### config.mk
export PLATFORM = sky130hd
export DESIGN_NAME = dispensador_cambio_flat
export DESIGN_NICKNAME = d
export VERILOG_FILES = /design/src/rtl/dispensador_cambio_if.sv /design/src/rtl/dispensador_cambio.sv /design/src/flat_wrapper.sv
export SDC_FILE = /design/constraint.sdc
export NUM_CORES = 1
export LEC_CHECK = 0
export CORE_ASPECT_RATIO = 0.75
export CORE_MARGIN = 2
export CORE_UTILIZATION = 54
export CTS_CLUSTER_DIAMETER = 30
export DETAILED_ROUTE_END_ITERATION = 8
export PLACE_DENSITY = 0.79
export SLEW_MARGIN = 15
export SYNTH_ARGS = -nofsm -noshare
export SYNTH_HDL_FRONTEND = slang
export SYNTH_SLANG_ARGS = --single-unit
export TNS_END_PERCENT = 30
### constraint.sdc
create_clock -name clk -period 2.4 [get_ports clk]
set_clock_uncertainty 0.15 [all_clocks]
set_input_delay 0.72 -clock clk [delete_from_list [all_inputs] [get_ports clk]]
set_output_delay 0.72 -clock clk [all_outputs]
set_load 0.02 [all_outputs]
### src/rtl/dispensador_cambio_if.sv
// Handshake and payout bundle between the control FSM and the change dispenser.
interface dispensador_cambio_if #(parameter int WIDTH = 4);
  logic             start;
  logic             refund;
  logic [WIDTH-1:0] monto;
  logic [WIDTH-1:0] costo;
  logic [2:0]       coin_out;
  logic             busy;
  logic             done;
  logic             err;
  logic [WIDTH-1:0] coin_count;

  modport master (output start, refund, monto, costo,
                  input  coin_out, busy, done, err, coin_count);
  modport slave  (input  start, refund, monto, costo,
                  output coin_out, busy, done, err, coin_count);
endinterface

### src/rtl/dispensador_cambio.sv
// Change/refund dispenser: greedy coin selection, paid out as timed one-hot eject pulses.
module dispensador_cambio #(
  parameter int WIDTH        = 4,
  parameter int DEN_HI       = 4,
  parameter int DEN_MID      = 2,
  parameter int DEN_LO       = 1,
  parameter int PULSE_CYCLES = 2,
  parameter int GAP_CYCLES   = 1
) (
  input  logic              clk,
  input  logic              rst,
  dispensador_cambio_if.slave bus
);
  localparam int TMAX = (PULSE_CYCLES > GAP_CYCLES) ? PULSE_CYCLES : GAP_CYCLES;
  localparam int TW   = (TMAX > 1) ? $clog2(TMAX) : 1;

  typedef enum logic [1:0] {IDLE, PULSE, GAP, DONE} state_t;

  state_t           state_q, state_d;
  logic [WIDTH-1:0] rem_q, rem_d, cnt_q, cnt_d, den_val;
  logic [TW-1:0]    tmr_q, tmr_d;
  logic [2:0]       den_q, den_d, coin_q, coin_d;
  logic             err_q, err_d, busy_q, busy_d, done_q, done_d;

  function automatic logic [2:0] pick(input logic [WIDTH-1:0] r);
    if (r >= WIDTH'(DEN_HI))       return 3'b100;
    else if (r >= WIDTH'(DEN_MID)) return 3'b010;
    else                           return 3'b001;
  endfunction

  always_comb begin
    case (den_q)
      3'b100:  den_val = WIDTH'(DEN_HI);
      3'b010:  den_val = WIDTH'(DEN_MID);
      default: den_val = WIDTH'(DEN_LO);
    endcase
  end

  always_comb begin
    state_d = state_q;
    rem_d   = rem_q;
    cnt_d   = cnt_q;
    tmr_d   = tmr_q;
    den_d   = den_q;
    err_d   = 1'b0;
    case (state_q)
      IDLE: if (bus.start) begin
        if (bus.refund || (bus.monto >= bus.costo)) begin
          rem_d = bus.refund ? bus.monto : (bus.monto - bus.costo);
          cnt_d = '0;
          tmr_d = '0;
          if (rem_d == '0) state_d = DONE;
          else begin
            state_d = PULSE;
            den_d   = pick(rem_d);
          end
        end else begin
          err_d = 1'b1;
        end
      end
      PULSE: if (tmr_q == TW'(PULSE_CYCLES - 1)) begin
        rem_d   = rem_q - den_val;
        cnt_d   = cnt_q + 1'b1;
        tmr_d   = '0;
        state_d = GAP;
      end else begin
        tmr_d = tmr_q + 1'b1;
      end
      GAP: if (tmr_q == TW'(GAP_CYCLES - 1)) begin
        tmr_d = '0;
        if (rem_q != '0) begin
          state_d = PULSE;
          den_d   = pick(rem_q);
        end else begin
          state_d = DONE;
        end
      end else begin
        tmr_d = tmr_q + 1'b1;
      end
      DONE:    state_d = IDLE;
      default: state_d = IDLE;
    endcase
    // Outputs are decoded from the next state so they line up with it once registered.
    coin_d = (state_d == PULSE) ? den_d : 3'b000;
    busy_d = (state_d != IDLE);
    done_d = (state_d == DONE);
  end

  always_ff @(posedge clk or negedge rst) begin
    if (!rst) begin
      state_q <= IDLE;
      rem_q   <= '0;
      cnt_q   <= '0;
      tmr_q   <= '0;
      den_q   <= 3'b000;
      coin_q  <= 3'b000;
      err_q   <= 1'b0;
      busy_q  <= 1'b0;
      done_q  <= 1'b0;
    end else begin
      state_q <= state_d;
      rem_q   <= rem_d;
      cnt_q   <= cnt_d;
      tmr_q   <= tmr_d;
      den_q   <= den_d;
      coin_q  <= coin_d;
      err_q   <= err_d;
      busy_q  <= busy_d;
      done_q  <= done_d;
    end
  end

  assign bus.coin_out   = coin_q;
  assign bus.busy       = busy_q;
  assign bus.done       = done_q;
  assign bus.err        = err_q;
  assign bus.coin_count = cnt_q;
endmodule

### src/flat_wrapper.sv
// flat-port wrapper written by rule: the top's interface ports become plain ports
module dispensador_cambio_flat 
#(
  parameter int WIDTH        = 4,
  parameter int DEN_HI       = 4,
  parameter int DEN_MID      = 2,
  parameter int DEN_LO       = 1,
  parameter int PULSE_CYCLES = 2,
  parameter int GAP_CYCLES   = 1
)
  (clk, rst, bus_start, bus_refund, bus_monto, bus_costo, bus_coin_out, bus_busy, bus_done, bus_err, bus_coin_count);
  dispensador_cambio_if #(.WIDTH(WIDTH)) bus_i ();
  input  logic clk;
  input  logic rst;
  input wire logic [$bits(bus_i.start)-1:0] bus_start;
  input wire logic [$bits(bus_i.refund)-1:0] bus_refund;
  input wire logic [$bits(bus_i.monto)-1:0] bus_monto;
  input wire logic [$bits(bus_i.costo)-1:0] bus_costo;
  output wire logic [$bits(bus_i.coin_out)-1:0] bus_coin_out;
  output wire logic [$bits(bus_i.busy)-1:0] bus_busy;
  output wire logic [$bits(bus_i.done)-1:0] bus_done;
  output wire logic [$bits(bus_i.err)-1:0] bus_err;
  output wire logic [$bits(bus_i.coin_count)-1:0] bus_coin_count;
  assign bus_i.start = bus_start;
  assign bus_i.refund = bus_refund;
  assign bus_i.monto = bus_monto;
  assign bus_i.costo = bus_costo;
  assign bus_coin_out = bus_i.coin_out;
  assign bus_busy = bus_i.busy;
  assign bus_done = bus_i.done;
  assign bus_err = bus_i.err;
  assign bus_coin_count = bus_i.coin_count;
  dispensador_cambio #(.WIDTH(WIDTH), .DEN_HI(DEN_HI), .DEN_MID(DEN_MID), .DEN_LO(DEN_LO), .PULSE_CYCLES(PULSE_CYCLES), .GAP_CYCLES(GAP_CYCLES)) u_core (.clk(clk), .rst(rst), .bus(bus_i));
endmodule
==> results.cfg, run 1 <==
[timing]
slew_headroom_pct = 73.1
setup_repair_after_global_routing_missed_its_margin = true
setup_violations = 10
timing.final.max_slew_violations = 0
tightest_slew_ns = 0.392
post-route-min-period_ns = 2.56
final_min_period_over_clock_period_pct = 107
worst_hold_slack_ns = 0.425
report.final.hold_viol_count = 0
fmax_mhz = 391
layout_setup_ws_ns = -0.156

[synth]
synth_cells = 169
synth_area_um2 = 1530
synth_ff_type = sky130_fd_sc_hd__dfrtp_1
unique_cell_type_count_in_the_yosys_netlist = 49
synth.largest_area_cell = sky130_fd_sc_hd__dfrtp_1
synth.top_cells.by_area = sky130_fd_sc_hd__dfrtp_1 33%, sky130_fd_sc_hd__ha_1 9.0%, sky130_fd_sc_hd__a21oi_1 3.9%
yosys-top-cells-count = 20 x sky130_fd_sc_hd__dfrtp_1, 16 x sky130_fd_sc_hd__inv_1, 16 x sky130_fd_sc_hd__nand2_1, 12 x sky130_fd_sc_hd__a21oi_1, 11 x sky130_fd_sc_hd__ha_1
syn_nets = 194
proportion_of_synthesized_chip_area_in_sequential_cells_pct = 32.7
count_of_flip_flops_with_a_built_in_enable_after_synthesis = 0
synth-async-reset-ratio_pct = 100
yosys_warnings = 0
postSynthAreaPerCell_um2 = 9.07
synthDominantCellAreaShare_pct = 32.7
yosys.cell_count.top_type = sky130_fd_sc_hd__dfrtp_1
yosys_register_bits = 20

[grt]
grt.met2_usage_pct = 54.4
antenna_found_initial = 0
grt_first_pass_wirelength_um = 7730
gr-usage-met1_pct = 40.1
grt_use_total_pct = 31.1
maximum_number_of_pins_on_one_net_before_global_route_repair = 21
busiest_layer = met2
grtUsageMet3_pct = 5.16
grt_overflow = 0
first_global_vias = 1589

[hold_path]
hold_path.startpoint = u_core.rem_q[3]
hold_path.class = flip-flop to flip-flop
hold_path_depth = 1
end_of_the_worst_hold_path = u_core.rem_q[3]

[worst_setup_path]
r2r-end = u_core.rem_q[2]
cp.arrival_ns = 2.58
reg2regPathDepth = 10
crit_required_ns = 2.42
critical_path.reg2reg.startpoint = u_core.den_q[0]
critPathMaxFanout = 7
crit_type = input port to flip-flop
setup.worst_path.end_class = flip-flop
rrSetupSlack_ns = 0
setup.worst_path.start_class = input port

[die]
floorplan.die_area_um2 = 3290
initial_core_util_pct = 57.6
fp-row-count = 16
floorplan.core_area_um2 = 2660
io_pins = 22
die_height_um = 50.1
die-width_um = 65.5

[clock_tree]
clkTransAtPathRegs_ns = 0.08
cts-root-buf = sky130_fd_sc_hd__clkbuf_8
clock_tree_from_tritoncts = yes
clock_insertion_delay_worst_skew_ns = 0.26
clkSinkCount = 20
cts_made_buffers = 3
clock_tree.buffer_depth = 2
post_cts_hold_buffers = 0
clock_tree.htree_level_count = 1

[placement]
routabilityCongestion = 0.934
place_hpwl_um = 3230
place_worst_setup_slack_ns = -0.936
io_buffers = 21

[routing]
via_per_inst = 6.28
drt_pre_antenna_iters = 4
antenna_violating_nets_post_route = 0
first_iter_violations = 122
avgRoutedWirePerCell_um = 19.5
post-route-drc-count = 0
wire_length_after_detailed_routing_um = 5020
detailroute.via_count = 1613

[cells_and_area]
design.final.nets = 247
final_util_pct = 83.1
syn_to_final_growth_pct = 44.4
final_layout_size_suffix_gt1_share_pct = 34.8
num_antenna_cells = 0

[power]
total_leakage_power_nw = 0.985
worst_voltage_drop_across_the_vdd_grid_mv = 0.930
power.density_nw_per_um2 = 1220

[status]
violations_in_the_final_reports = negative setup slack
status = complete, but fails checks

[job]
total_of_max_cap_violations = 0
[final cells by class]
cell class / instances / area, µm²
sequential: 20 / 500
fill: 134 / 449
timing repair buffer: 52 / 453
clock buffer: 4 / 55.1
inverter: 16 / 72.6
tap: 36 / 45.0
multi-input combinational: 129 / 1090
[layer usage]
metal / wire length [µm] / part of all wire [%]
met3: 392 / 7.8
met1: 1980 / 39
met2: 2440 / 49
met4: 213 / 4.2
met5: 0 / 0
[cells in the final DEF, fill, tap and decap left out, types with 2 or more instances in the layout]
master and count:
sky130_fd_sc_hd__a2bb2oi_1 2, sky130_fd_sc_hd__nor3b_1 2, sky130_fd_sc_hd__nor2_1 8, sky130_fd_sc_hd__a211oi_2 2
sky130_fd_sc_hd__nand3_1 5, sky130_fd_sc_hd__o21ai_0 7, sky130_fd_sc_hd__nand2_1 16, sky130_fd_sc_hd__dfrtp_1 20
sky130_fd_sc_hd__inv_1 10, sky130_fd_sc_hd__a21oi_1 9, sky130_fd_sc_hd__a21oi_2 3, sky130_fd_sc_hd__o21ai_1 4
sky130_fd_sc_hd__nand2b_1 7, sky130_fd_sc_hd__clkdlybuf4s50_1 13, sky130_fd_sc_hd__a22o_1 4, sky130_fd_sc_hd__mux2i_1 2
sky130_fd_sc_hd__buf_6 3, sky130_fd_sc_hd__buf_4 28, sky130_fd_sc_hd__nor2b_1 2, sky130_fd_sc_hd__nor3_1 2
sky130_fd_sc_hd__inv_2 5, sky130_fd_sc_hd__o21ai_2 3, sky130_fd_sc_hd__a211oi_1 2, sky130_fd_sc_hd__clkdlybuf4s15_1 2
sky130_fd_sc_hd__ha_1 7, sky130_fd_sc_hd__nor2_2 2, sky130_fd_sc_hd__o21a_1 2, sky130_fd_sc_hd__clkbuf_8 4
sky130_fd_sc_hd__ha_4 4, sky130_fd_sc_hd__dlygate4sd2_1 2
[logic make-up (layout without fill, tap and decap cells)]
group	after synthesis	count (layout)	share of synthesized area (%)
simple gates	56	56	20.9
compound gates	55	55	26.1
flops	20	20	32.7
buf+inv	20	72	5.55
fa+ha+maj	13	13	11.6
mux	3	3	2.04
xor+xnor	2	2	1.14
[sequential cells by signal, summed over array words and instances, names as in the netlist]
signal                 flops
u_core.bus.done            1
u_core.bus.coin_out        3
u_core.bus.coin_count      4
u_core.state_q             2
u_core.den_q               3
u_core.bus.busy            1
u_core.bus.err             1
u_core.rem_q               4
u_core.tmr_q               1
[worst max-delay path by stage]
stage,start,endpoint,slack [ns],depth (start not counted)
2_1_floorplan,bus_monto[0],u_core.bus.busy,-0.17,9
3_5_place_dp,bus_monto[0],u_core.bus.coin_out[0],-0.94,10
4_1_cts,bus_monto[0],u_core.bus.done,-0.14,10
6_report,bus_refund,u_core.bus.coin_out[1],-0.16,6
5_1_grt,bus_monto[0],u_core.bus.done,-0.19,10
3_3_place_gp,bus_monto[0],u_core.bus.coin_out[0],-0.84,10
[power by group]
group	switching, mW	total (mW)	internal [mW]
Sequential	0.147	0.625	0.478
Combinational	0.981	1.82	0.838
Clock	0.113	0.259	0.146
Total	1.24	2.70	1.46
[worst max-delay path, stage by stage]
cell and delay (ns):
sky130_fd_sc_hd__clkdlybuf4s50_1 0.51, sky130_fd_sc_hd__buf_4 0.22, sky130_fd_sc_hd__nor4_4 0.42, sky130_fd_sc_hd__nor4b_4 0.12, sky130_fd_sc_hd__a311o_4 0.38, sky130_fd_sc_hd__a211oi_2 0.21
[timing repair]
item / in CTS / in global routing
setup buffers: 4 / 2
gates resized for setup: 40 / 14
setup endpoints to repair: 20 / 17
pin swaps: 16 / 5
[stage by stage]
| step | instance area, µm² | total power [mW] | setup TNS [ns] | std cells |
|---|---|---|---|---|
| after CTS | 2150 | 2.52 | -0.557 | 255 |
| after detailed placement | 1980 | 2.17 | -16.20 | 247 |
| after global placement | 1980 | 2.09 | -14.95 | 247 |
| after floorplan | 1570 | 1.62 | -1.13 | 169 |
| after global routing | 2210 | 2.88 | -1.36 | 257 |
| final | 2210 | 2.70 | -0.839 | 257 |
No activity file was read; power rests on OpenSTA's default activity.
==> inputs of run 2 (changes only) <==
CORE_UTILIZATION = 56   (was 54)
CTS_BUF_LIST = sky130_fd_sc_hd__clkbuf_8   (was not set)
PLACE_DENSITY = 0.82   (was 0.79)
SKIP_LAST_GASP = 1   (was not set)
==> run 2 against run 1 <==
  * The flow still finishes with violations (negative setup slack)
  * Worst hold slack got worse by 0.021 ns
  * Die area fell by 3.3%
  * Non-clock buffer count rose by 2
  * Sequential share of layout area rose by 0.39 points
  * Sequential power fell by 0.6%
  * Register-to-register slack improved by 0.14 ns
  * Via count fell by 3.1%
  * Critical path depth rose by 4
  * Highest routed layer unchanged
==> results.cfg, run 2 (same netlist as run 1, synthesis figures left out) <==
[hold_path]
hold_path.startpoint = u_core.rem_q[0]
hold_path.class = flip-flop to flip-flop
hold_path_depth = 2
end_of_the_worst_hold_path = u_core.rem_q[0]

[die]
io_pins = 22
die_height_um = 49.3
fp-row-count = 16
initial_core_util_pct = 58.9
floorplan.core_area_um2 = 2600
die-width_um = 64.4
floorplan.die_area_um2 = 3180

[grt]
antenna_found_initial = 0
first_global_vias = 1575
grt_first_pass_wirelength_um = 7690
maximum_number_of_pins_on_one_net_before_global_route_repair = 21
grt_overflow = 0
grt_use_total_pct = 31.1

[clock_tree]
clock_insertion_delay_worst_skew_ns = 0.26
clkSinkCount = 20
cts_made_buffers = 3
post_cts_hold_buffers = 0
cts-root-buf = sky130_fd_sc_hd__clkbuf_8
clkTransAtPathRegs_ns = 0.08
clock_tree.buffer_depth = 2
clock_tree.htree_level_count = 1
clock_tree_from_tritoncts = yes

[worst_setup_path]
critical-path-max-stage-delay_ns = 0.37
reg2regPathDepth = 10
crit_required_ns = 2.41
rrSetupSlack_ns = 0.14
critical_path.reg2reg.startpoint = u_core.den_q[0]
slowest_library_cell_on_the_worst_path = sky130_fd_sc_hd__fa_2
r2r-end = u_core.rem_q[2]
cp.arrival_ns = 2.60
setup.worst_path.end_class = flip-flop
setup.worst_path.start_class = input port
critPathMaxFanout = 4
critical_path_cell_by_cell = buf_12 -> inv_12 -> ha_4 -> inv_2 -> fa_2 -> xor2_1 -> mux2i_1 -> nor4b_4 -> nand3_1 -> a211oi_2
crit_type = input port to flip-flop

[timing]
post-route-min-period_ns = 2.59
fmax_mhz = 387
report.final.hold_viol_count = 0
setup_repair_after_global_routing_missed_its_margin = true
timing.final.max_slew_violations = 0
final_min_period_over_clock_period_pct = 108
tightest_slew_ns = 0.349
layout_setup_ws_ns = -0.185
slew_headroom_pct = 76.1
setup_violations = 12

[status]
status = complete, but fails checks
violations_in_the_final_reports = negative setup slack

[power]
finalPower_mw = 2.60
power.density_nw_per_um2 = 1190
worst_voltage_drop_across_the_vdd_grid_mv = 0.952
total_leakage_power_nw = 0.999

[cells_and_area]
layout_commonest_cell = sky130_fd_sc_hd__buf_4
final_layout_size_suffix_gt1_share_pct = 31.4
fin_cells = 259
design.final.nets = 249
syn_to_final_growth_pct = 42.0
num_antenna_cells = 0
mostFrequentLayoutCells = 32 x sky130_fd_sc_hd__buf_4, 20 x sky130_fd_sc_hd__dfrtp_1, 16 x sky130_fd_sc_hd__nand2_1, 12 x sky130_fd_sc_hd__clkdlybuf4s50_1, 11 x sky130_fd_sc_hd__inv_1
final_util_pct = 83.6

[routing]
antenna_violating_nets_post_route = 0
detailroute.via_count = 1563
avgRoutedWirePerCell_um = 17.9
wire_length_after_detailed_routing_um = 4630
first_iter_violations = 104
post-route-drc-count = 0
via_per_inst = 6.03
drt_pre_antenna_iters = 4

[placement]
place_worst_setup_slack_ns = -0.948
dpl.cell_count = 248
routabilityCongestion = 0.930
place_hpwl_um = 3120
io_buffers = 21

[job]
total_of_max_cap_violations = 0
==> run 2: cell count changes in the layout (fill, tap and decap cells not counted), moves of 2 or more <==
cell,change
sky130_fd_sc_hd__a211oi_2,+2
sky130_fd_sc_hd__buf_4,+4
sky130_fd_sc_hd__clkdlybuf4s15_1,-2
sky130_fd_sc_hd__buf_6,-2
sky130_fd_sc_hd__dlygate4sd2_1,+4
==> run 2: timing repair <==
action / CTS / global route
endpoints found under the setup margin: 20 / 19
setup buffers: 6 / 2
pin swaps: 15 / 8
endpoints found under the hold margin: 0 / 0
gates cloned: 0 / 0
resized for setup: 31 / 5
==> run 2: routing by layer <==
layer	wire length [µm]	GRT usage, %	vias up
li1	-	-	715
met1	1990	43.1	774
met2	2260	51.0	68
met3	309	6.47	6
met4	67	5.67	0
met5	0	0	-
==> run 2: critical path, delay by kind of cell <==
| kind | cells | cell delay [ns] |
|---|---|---|
| fa+ha+maj | 2 | 0.50 |
| mux | 1 | 0.18 |
| buf+inv | 3 | 0.19 |
| xor+xnor | 1 | 0.18 |
| compound gates | 1 | 0.24 |
| simple gates | 2 | 0.58 |
==> run 2: final cells by class <==
type	count	area, µm²
clock buffers	4	55.1
multi-input cells	129	1040
well taps	36	45.0
repair buffers	54	462
fillers	147	427
inverters	16	72.6
flip-flops and latches	20	500
==> run 2: where the power goes <==
group          switching [mW]  internal (mW)  total (mW)  leakage (nW)
Clock                   0.109          0.146       0.254        0.0288
Combinational           0.918          0.804        1.72         0.714
Sequential              0.143          0.479       0.621         0.256
Total                    1.17           1.43        2.60         0.999
==> run 2: how the worst max path moves through the flow <==
stage	from	endpoint	slack, ns	cells after the start
after global routing	bus_monto[0]	u_core.bus.coin_out[1]	-0.25	10
after detailed placement	bus_monto[0]	u_core.bus.coin_out[0]	-0.95	11
after global placement	bus_monto[0]	u_core.bus.coin_count[3]	-0.82	12
after CTS	bus_monto[0]	u_core.bus.done	-0.20	11
after floorplan	bus_monto[0]	u_core.bus.busy	-0.17	9
final	bus_monto[0]	u_core.bus.coin_out[1]	-0.19	10
==> run 2: stage by stage <==
stage	cell area [µm²]	hold slack, ns	TNS [ns]
after floorplan	1570	0.274	-1.13
after global placement	1990	0.382	-14.24
after detailed placement	1990	0.389	-15.14
after CTS	2160	0.408	-1.58
after global routing	2180	0.437	-1.81
final	2180	0.405	-1.29
==> inputs of run 3 (changes only) <==
CORE_UTILIZATION = 60   (was 56)
PLACE_DENSITY = 0.87   (was 0.82)
clock period = 3.2 ns   (was 2.4 ns; I/O delays follow)
==> run 3 against run 2 <==
  * The run still ends with negative setup slack left
  * Core utilization decreased by 0.80 points
  * Cell count fell by 6.9%
  * Sequential cell count unchanged
  * Clock-buffer cell count stayed put
  * Die area fell by 6.2%
==> results.cfg, run 3 (same netlist as run 1, synthesis figures left out) <==
[status]
status = complete, but fails checks
violations_in_the_final_reports = negative setup slack

[worst_setup_path]
slowest_library_cell_on_the_worst_path = sky130_fd_sc_hd__a311o_4
critical_path_cell_by_cell = clkdlybuf4s50_1 -> inv_1 -> ha_1 -> inv_1 -> fa_2 -> xor2_1 -> mux2i_1 -> nor4b_4 -> a311o_4 -> a211oi_2
cp_num_buf_inv = 3
timing.critical_path.max_delay_family = compound AO/OA/AOI/OAI gates
critical-path-max-stage-delay_ns = 0.46
setup.worst_path.start_class = input port
setup.worst_path.end_class = flip-flop
crit_required_ns = 3.23
critPathMaxFanout = 6
critical-path-top-cell-by-count = sky130_fd_sc_hd__inv_1
rrSetupSlack_ns = 0.72
cp.arrival_ns = 3.26
crit_type = input port to flip-flop

[power]
total_leakage_power_nw = 0.885
finalPower_mw = 1.85
power.density_nw_per_um2 = 946
worst_voltage_drop_across_the_vdd_grid_mv = 0.552

[die]
initial_core_util_pct = 64.8
die_height_um = 47.8
floorplan.core_area_um2 = 2360
floorplan.die_area_um2 = 2980
fp-row-count = 15
io_pins = 22
die-width_um = 62.4

[cells_and_area]
syn_to_final_growth_pct = 27.8
final_layout_size_suffix_gt1_share_pct = 17.4
design.final.nets = 233
layout_commonest_cell = sky130_fd_sc_hd__clkdlybuf4s50_1
fin_cells = 241
num_antenna_cells = 0
final_util_pct = 82.8
finalInstanceArea_um2 = 1960
mostFrequentLayoutCells = 21 x sky130_fd_sc_hd__clkdlybuf4s50_1, 20 x sky130_fd_sc_hd__dfrtp_1, 17 x sky130_fd_sc_hd__buf_4, 16 x sky130_fd_sc_hd__inv_1, 16 x sky130_fd_sc_hd__nand2_1

[clock_tree]
clock_insertion_delay_worst_skew_ns = 0.27
clock_tree.buffer_depth = 2
clkSinkCount = 20
cts_made_buffers = 3
clkTransAtPathRegs_ns = 0.08
clock_tree_from_tritoncts = yes
cts-root-buf = sky130_fd_sc_hd__clkbuf_8
clock_tree.htree_level_count = 1

[grt]
antenna_found_initial = 0
grt_overflow = 0
maximum_number_of_pins_on_one_net_before_global_route_repair = 21
grt_use_total_pct = 28.5
grt_first_pass_wirelength_um = 6290
first_global_vias = 1361

[placement]
placement.cell_area_um2 = 1880
dpl.cell_count = 236
place_hpwl_um = 3040
io_buffers = 21
routabilityCongestion = 0.894
place_worst_setup_slack_ns = -0.262

[job]
total_of_max_cap_violations = 0

[timing]
report.final.hold_viol_count = 0
worst_hold_slack_ns = 0.409
layout_setup_ws_ns = -0.0247
setup_repair_after_global_routing_missed_its_margin = true
setup-tns-final_ns = -0.0452
fmax_mhz = 310
timing.final.max_slew_violations = 0
slew_headroom_pct = 67.7
post-route-min-period_ns = 3.22
tightest_slew_ns = 0.485
final_min_period_over_clock_period_pct = 101
setup_violations = 4

[routing]
wire_length_after_detailed_routing_um = 4550
drt_pre_antenna_iters = 5
first_iter_violations = 108
post-route-drc-count = 0
avgRoutedWirePerCell_um = 18.9
via_per_inst = 6.34
antenna_violating_nets_post_route = 0
detailroute.via_count = 1528

[hold_path]
hold_path.class = flip-flop to flip-flop
==> run 3: cell types whose count changed in the layout (fill, tap and decap cells not counted), sizes merged <==
cell,previous run,this run
buf,35,17
clkdlybuf4s50,12,21
dlygate4sd2,6,0
dlymetal6s2s,1,0
==> run 3: layer usage <==
metal | GRT usage (%) | vias to the layer above | share of wire [%] | wire [µm]
met5 | 0 | - | 0 | 0
li1 | - | 683 | - | -
met4 | 10.2 | 0 | 4.9 | 223
met1 | 35.2 | 717 | 39 | 1770
met3 | 6.12 | 29 | 8.9 | 406
met2 | 52.2 | 99 | 47 | 2160
==> run 3: final cells by class <==
| type | count | area [µm²] |
|---|---|---|
| multi-input combinational | 129 | 962 |
| sequential | 20 | 500 |
| fill | 153 | 407 |
| timing repair buffer | 38 | 338 |
| inverter | 16 | 60.1 |
| clock buffer | 4 | 55.1 |
| tap | 34 | 42.5 |
==> run 3: power by group <==
group | internal (mW) | total (mW) | leakage [nW] | switching, mW
clock network | 0.110 | 0.197 | 0.0288 | 0.0872
logic | 0.522 | 1.17 | 0.600 | 0.652
registers | 0.359 | 0.482 | 0.256 | 0.124
total | 0.990 | 1.85 | 0.885 | 0.863
==> run 3: worst register-to-register path, delay by kind of cell (launching register included) <==
family,cells,cell delay [ns]
flops,1,0.39
compound gates,2,0.29
fa+ha+maj,1,0.49
simple gates,2,0.51
buf+inv,3,0.59
==> run 3: worst paths after layout <==
| check | startpoint | to | cells after the start |
|---|---|---|---|
| min | u_core.rem_q[2] | u_core.rem_q[2] | 1 |
| max | bus_monto[0] | u_core.bus.coin_out[1] | 10 |
| max reg2reg | u_core.state_q[1] | u_core.bus.coin_count[3] | 8 |
| max in group asynchronous | rst | u_core.state_q[0] | 2 |
| min in group asynchronous | rst | u_core.rem_q[1] | 2 |
| min reg2reg | u_core.rem_q[2] | u_core.rem_q[2] | 1 |
==> run 3: repair_timing <==
action / 4_1_cts / 5_1_grt
pin swaps: 0 / 1
resized for setup: 1 / 4
setup buffers: 0 / 1
hold buffers: 0 / 0
setup endpoints to repair: 4 / 10
